**src/rtl/stack_ctrl_pkg.sv**
```systemverilog
// rtl/stack_ctrl_pkg.sv - shared widths and FSM state encodings for the stack controller
package stack_ctrl_pkg;

    localparam int DATA_W = 8;
    localparam int ADDR_W = 8;
    localparam int RAM_W  = 9;

    localparam logic [1:0] ST_IDLE = 2'd0;
    localparam logic [1:0] ST_WR   = 2'd1;
    localparam logic [1:0] ST_RD   = 2'd2;
    localparam logic [1:0] ST_CAP  = 2'd3;

endpackage

```
**src/rtl/stack_ctrl.sv**
```systemverilog
// rtl/stack_ctrl.sv - LIFO controller driving an external synchronous single-port RAM
module stack_ctrl
    import stack_ctrl_pkg::*;
#(
    parameter int               DEPTH = 8,
    parameter logic [ADDR_W-1:0] BASE  = 8'h00
) (
    input  logic              clk,
    input  logic              rst_n,
    input  logic              push,
    input  logic              pop,
    input  logic [DATA_W-1:0] push_data,
    output logic              ready,
    output logic [DATA_W-1:0] pop_data,
    output logic              pop_valid,
    output logic [7:0]        count,
    output logic              full,
    output logic              empty,
    output logic              overflow,
    output logic              underflow,
    output logic [ADDR_W-1:0] ram_addr,
    output logic [DATA_W-1:0] ram_din,
    output logic              ram_we,
    input  logic [RAM_W-1:0]  ram_dout
);

    localparam logic [7:0] DEPTH_C = DEPTH[7:0];

    logic [1:0]        state_q,     state_d;
    logic [7:0]        count_q,     count_d;
    logic [DATA_W-1:0] pop_data_q,  pop_data_d;
    logic              pop_valid_q, pop_valid_d;
    logic              overflow_q,  overflow_d;
    logic              underflow_q, underflow_d;
    logic [ADDR_W-1:0] ram_addr_q,  ram_addr_d;
    logic [DATA_W-1:0] ram_din_q,   ram_din_d;
    logic              ram_we_q,    ram_we_d;

    // Bit 8 of the RAM word carries nothing for this controller.
    logic unused_ram_bit8;
    assign unused_ram_bit8 = ram_dout[8];

    always_comb begin
        state_d     = state_q;
        count_d     = count_q;
        pop_data_d  = pop_data_q;
        pop_valid_d = 1'b0;
        overflow_d  = 1'b0;
        underflow_d = 1'b0;
        ram_addr_d  = ram_addr_q;
        ram_din_d   = ram_din_q;
        ram_we_d    = 1'b0;
        case (state_q)
            ST_IDLE: begin
                // Push wins over a simultaneous pop; the pop is dropped.
                if (push) begin
                    if (count_q < DEPTH_C) begin
                        state_d    = ST_WR;
                        ram_we_d   = 1'b1;
                        ram_addr_d = BASE + count_q;
                        ram_din_d  = push_data;
                        count_d    = count_q + 8'd1;
                    end else begin
                        overflow_d = 1'b1;
                    end
                end else if (pop) begin
                    if (count_q != 8'd0) begin
                        state_d    = ST_RD;
                        ram_addr_d = BASE + count_q - 8'd1;
                        count_d    = count_q - 8'd1;
                    end else begin
                        underflow_d = 1'b1;
                    end
                end
            end
            ST_WR:  state_d = ST_IDLE;
            ST_RD:  state_d = ST_CAP;
            ST_CAP: begin
                state_d     = ST_IDLE;
                pop_data_d  = ram_dout[DATA_W-1:0];
                pop_valid_d = 1'b1;
            end
            default: state_d = ST_IDLE;
        endcase
    end

    always_ff @(posedge clk or negedge rst_n) begin
        if (!rst_n) begin
            state_q     <= ST_IDLE;
            count_q     <= 8'd0;
            pop_data_q  <= '0;
            pop_valid_q <= 1'b0;
            overflow_q  <= 1'b0;
            underflow_q <= 1'b0;
            ram_addr_q  <= BASE;
            ram_din_q   <= '0;
            ram_we_q    <= 1'b0;
        end else begin
            state_q     <= state_d;
            count_q     <= count_d;
            pop_data_q  <= pop_data_d;
            pop_valid_q <= pop_valid_d;
            overflow_q  <= overflow_d;
            underflow_q <= underflow_d;
            ram_addr_q  <= ram_addr_d;
            ram_din_q   <= ram_din_d;
            ram_we_q    <= ram_we_d;
        end
    end

    assign ready     = (state_q == ST_IDLE);
    assign count     = count_q;
    assign full      = (count_q == DEPTH_C);
    assign empty     = (count_q == 8'd0);
    assign pop_data  = pop_data_q;
    assign pop_valid = pop_valid_q;
    assign overflow  = overflow_q;
    assign underflow = underflow_q;
    assign ram_addr  = ram_addr_q;
    assign ram_din   = ram_din_q;
    assign ram_we    = ram_we_q;

endmodule
```
**config.mk**
```make
export PLATFORM = sky130hd
export DESIGN_NAME = stack_ctrl
export DESIGN_NICKNAME = d
export VERILOG_FILES = /design/src/rtl/stack_ctrl_pkg.sv /design/src/rtl/stack_ctrl.sv
export SDC_FILE = /design/constraint.sdc
export NUM_CORES = 1
export LEC_CHECK = 0
export BUFFER_PORTS_ARGS = -buffer_cell sky130_fd_sc_hd__buf_2
export CAP_MARGIN = 15
export CORE_ASPECT_RATIO = 2
export CORE_MARGIN = 2
export CORE_UTILIZATION = 45
export CTS_CLUSTER_SIZE = 30
export DETAILED_ROUTE_END_ITERATION = 8
export GPL_TIMING_DRIVEN = 0
export PLACE_DENSITY_LB_ADDON = 0.15
export SLEW_MARGIN = 15
export SYNTH_ARGS = -nofsm -noshare
export SYNTH_HDL_FRONTEND = slang
export SYNTH_SLANG_ARGS = --single-unit
```
**constraint.sdc**
```tcl
create_clock -name clk -period 1.8 [get_ports clk]
set_input_delay 0 -clock clk [delete_from_list [all_inputs] [get_ports clk]]
set_output_delay 0 -clock clk [all_outputs]
set_load 0.05 [all_outputs]
```
==> impl.org <==
** Run status
- The flow ran to the end, but the final reports show violations.
- Violated checks :: negative setup slack

** Clocking
- Maximum level of the CTS H-tree :: 2
- Clock-pin slew was measured on the worst setup and hold paths at 80 ps.
- Clock tree synthesis inserted a total of 5 buffers.
- Clock sink total :: 38
- CTS placed an instance of sky130_fd_sc_hd__clkbuf_8 at the clock tree root.
- Maximum clock insertion buffer count :: 2
- For the worst-skew pair, the clock arrives at the later sink with an insertion delay of 290 ps.
- Clock tree from TritonCTS :: built

** Final layout
- In the layout the commonest cells are sky130_fd_sc_hd__buf_2, sky130_fd_sc_hd__dfrtp_1, sky130_fd_sc_hd__dlygate4sd3_1.
- Compared with the post-synthesis result, the final layout area differs by 46.66%.
- Diodes inserted :: 0
- In the final layout, the share of cells above drive strength 1 is 0.5270.
- Post-layout net count :: 266
- The finished layout holds 292 standard cells, fillers aside.
- Leaving out fill and tap cells, the most frequent cell in the layout is sky130_fd_sc_hd__buf_2.

** Yosys
- Flops & latches, synth :: 38
- sky130_fd_sc_hd__dfrtp_1 takes more of the synthesized area than any other cell.
- Syn nets :: 173
- Yosys mapped the design onto 38 distinct sky130hd cell types.
- In this run the mean area of a mapped cell was 12.35 um^2.
- Of the synthesized area, sequential elements account for 0.5238.
- Synthesis produced a netlist whose cell count is 147.
- Of the post-synthesis cell area, the dominant cell type holds 0.5238.
- Area contributors post-synth :: sky130_fd_sc_hd__dfrtp_1, sky130_fd_sc_hd__mux2_2, sky130_fd_sc_hd__ha_1
- Number of warnings issued by yosys :: 0
- In this run the cell area of the synthesized design comes to 1815 um^2.

** Timing
- The total count of hold-check failures in the final report came to 0.
- After layout, the worst setup slack is -3.625 ps.
- For this run, the top clock speed supported by timing is 554.4 MHz.
- Max Clock Skew :: 6.403 ps
- Worst-case headroom to the max-slew limit :: 0.4433
- Final Slew Violations :: 0
- Setup violations remaining at the end of the flow were counted as 1.
- Slew @ Worst Pin :: 835.0 ps
- Minimum clock period :: 1804 ps
- Share of the clock period used by the worst path after layout :: 1.002
- Setup repair after global routing missed its margin :: true

** Power
- IR analysis of the VDD net gives a maximum drop of 0.001141 V.
- For this design the ratio of total power to cell area is 2097 nW/um^2.
- Overall power consumption after layout is estimated at 5.583 mW.
- The analysis attributes to cell leakage a power of 1.324 nW.

** Worst setup path
- Critical-path maximum fanout :: 5
- The worst setup path is captured at a register.
- At the worst endpoint, the arrival time is 1970 ps.
- STA classifies the critical path startpoint as a register.
- Data on the critical path is required at its endpoint by 1970 ps.
- For flop-to-flop paths, the worst setup slack is -4 ps.
- The worst setup path is of the reg -> reg kind.

** Global routing
- In the global route stage, overall resource usage came out at 0.2124.
- Maximum number of pins on one net before global-route repair :: 39
- Initial antenna violation count :: 0
- The first global-routing pass estimated 7438 um of wire.
- The via count of the first global-routing pass came to 1549.
- The total overflow left after global routing is 0.

** Detailed routing
- The detail route stage leaves a number of antenna-violating nets equal to 0.
- The routed design has 4531 um of wire.
- For this run, the detailed router's first-pass iteration total came to 5.
- The first routing iteration left 19 violations.
- Wire length per cell :: 15.52 um
- The routed layout has 1481 vias.
- Via-to-Cell Ratio :: 5.072
- For this run, design rule violations remaining after detail routing come to 0.

** Floorplan
- Area of the die :: 4589 um^2
- The initial utilization of the core area, before any placement, comes to 0.4723.
- Horizontal extent of the die :: 48.92 um
- For this design the top-level I/O count stands at 60.
- From bottom edge to top edge, the die measures 93.83 um.
- Cell Rows :: 32
- Area inside the core boundary :: 3844 um^2

** Placement
- Placed cells :: 256
- Global placement routability congestion :: 0.8690
- Prior to clock tree synthesis, the placed netlist has a worst setup slack of -169.7 ps.
- Hpwl dp :: 2955 um
- Input and output buffers added on the ports amount to 58.

** Worst hold path
- Kind of path behind the tightest hold check :: in -> reg

** Flow run
- Number of maximum-capacitance violations :: 0
## per-stage QoR
step                TNS [ps]  area, um^2    util  hold WS (ps)
floorplan             -854.2        1888       -        -295.6
global placement      -988.3        2242  0.5833         132.6
detailed placement     -1176        2242  0.5833         149.7
CTS                   -188.9        2638  0.6862         124.7
global route          -515.3        2663  0.6927         139.5
finish                -3.625        2663  0.6927         136.3
## synthesized netlist by cell type, drive strengths merged
library cell,n
dfrtp,38
mux2,20
nor2,9
inv,8
nand2,7
buf,6
ha,5
nor3,5
o21ai,5
a21o,4
xnor2,4
mux2i,3
o22ai,3
or4,3
xor2,3
a21oi,2
a31oi,2
and4b,2
clkbuf,2
nand3,2
nor4,2
o2bb2ai,2
or3,2
a211oi,1
a22o,1
a32oi,1
nand2b,1
nor4b,1
o31ai,1
or3b,1
or4b,1
## sequential cells by signal (all words and copies together), names as in the netlist
signal / count
underflow: 1
count: 8
state_q: 2
pop_valid: 1
ram_din: 8
pop_data: 8
overflow: 1
ram_we: 1
ram_addr: 8
## layout make-up
type	instances	area (um^2)
buffer	4	37.54
inverter	8	32.53
clock buffer	6	82.58
sequential	38	960.9
timing repair buffer	90	608.1
clock inverter	2	12.51
multi-input combinational	93	864.6
fill	305	1181
tap	51	63.81
## worst max-delay path, cell delays in order, from the launching register on
cell,delay (ps)
sky130_fd_sc_hd__dfrtp_2,460
sky130_fd_sc_hd__nor4_4,310
sky130_fd_sc_hd__buf_4,170
sky130_fd_sc_hd__a31oi_4,110
sky130_fd_sc_hd__nor2_4,180
sky130_fd_sc_hd__buf_8,150
sky130_fd_sc_hd__mux2_4,290
## repair_timing
action | 4_1_cts | 5_1_grt
pin swaps | 6 | 2
resized for setup | 6 | 7
cloned | 1 | 0
hold buffers | 18 | 0
hold endpoints to repair | 55 | 0
setup endpoints to repair | 19 | 16
setup buffers | 12 | 1
## worst paths after layout
path	startpoint	endpoint	depth (start not counted)
worst max-delay path	count[4]	ram_addr[5]	6
worst min-delay path	push	underflow	3
worst max register to register	count[4]	ram_addr[5]	6
worst min register to register	ram_addr[6]	ram_addr[6]	1
max in group asynchronous	rst_n	count[7]	2
min in group asynchronous	rst_n	ram_din[0]	2
## metal layers
| layer | wire [um] | track usage | up-vias |
|---|---|---|---|
| met2 | 2477 | 0.4007 | 56 |
| met4 | 160 | 0.1000 | 0 |
| li1 | - | - | 710 |
| met3 | 202 | 0.03662 | 12 |
| met5 | 0 | 0 | - |
| met1 | 1690 | 0.2219 | 703 |
## power breakdown
group	internal [mW]	total [mW]	switching, mW
clock	0.308	0.602	0.294
sequential	1.26	1.58	0.320
combinational	1.16	3.40	2.23
total	2.73	5.58	2.85
## cells by family after synthesis
logic type               synth area share
flip-flops                         0.5238
AND/OR/NAND/NOR                    0.1199
multiplexers                       0.1447
AO/OA/AOI/OAI                     0.09167
buffers and inverters             0.05169
XOR/XNOR                          0.03377
adder cells (fa/ha/maj)           0.03446
(Power assumes the default switching activity.)
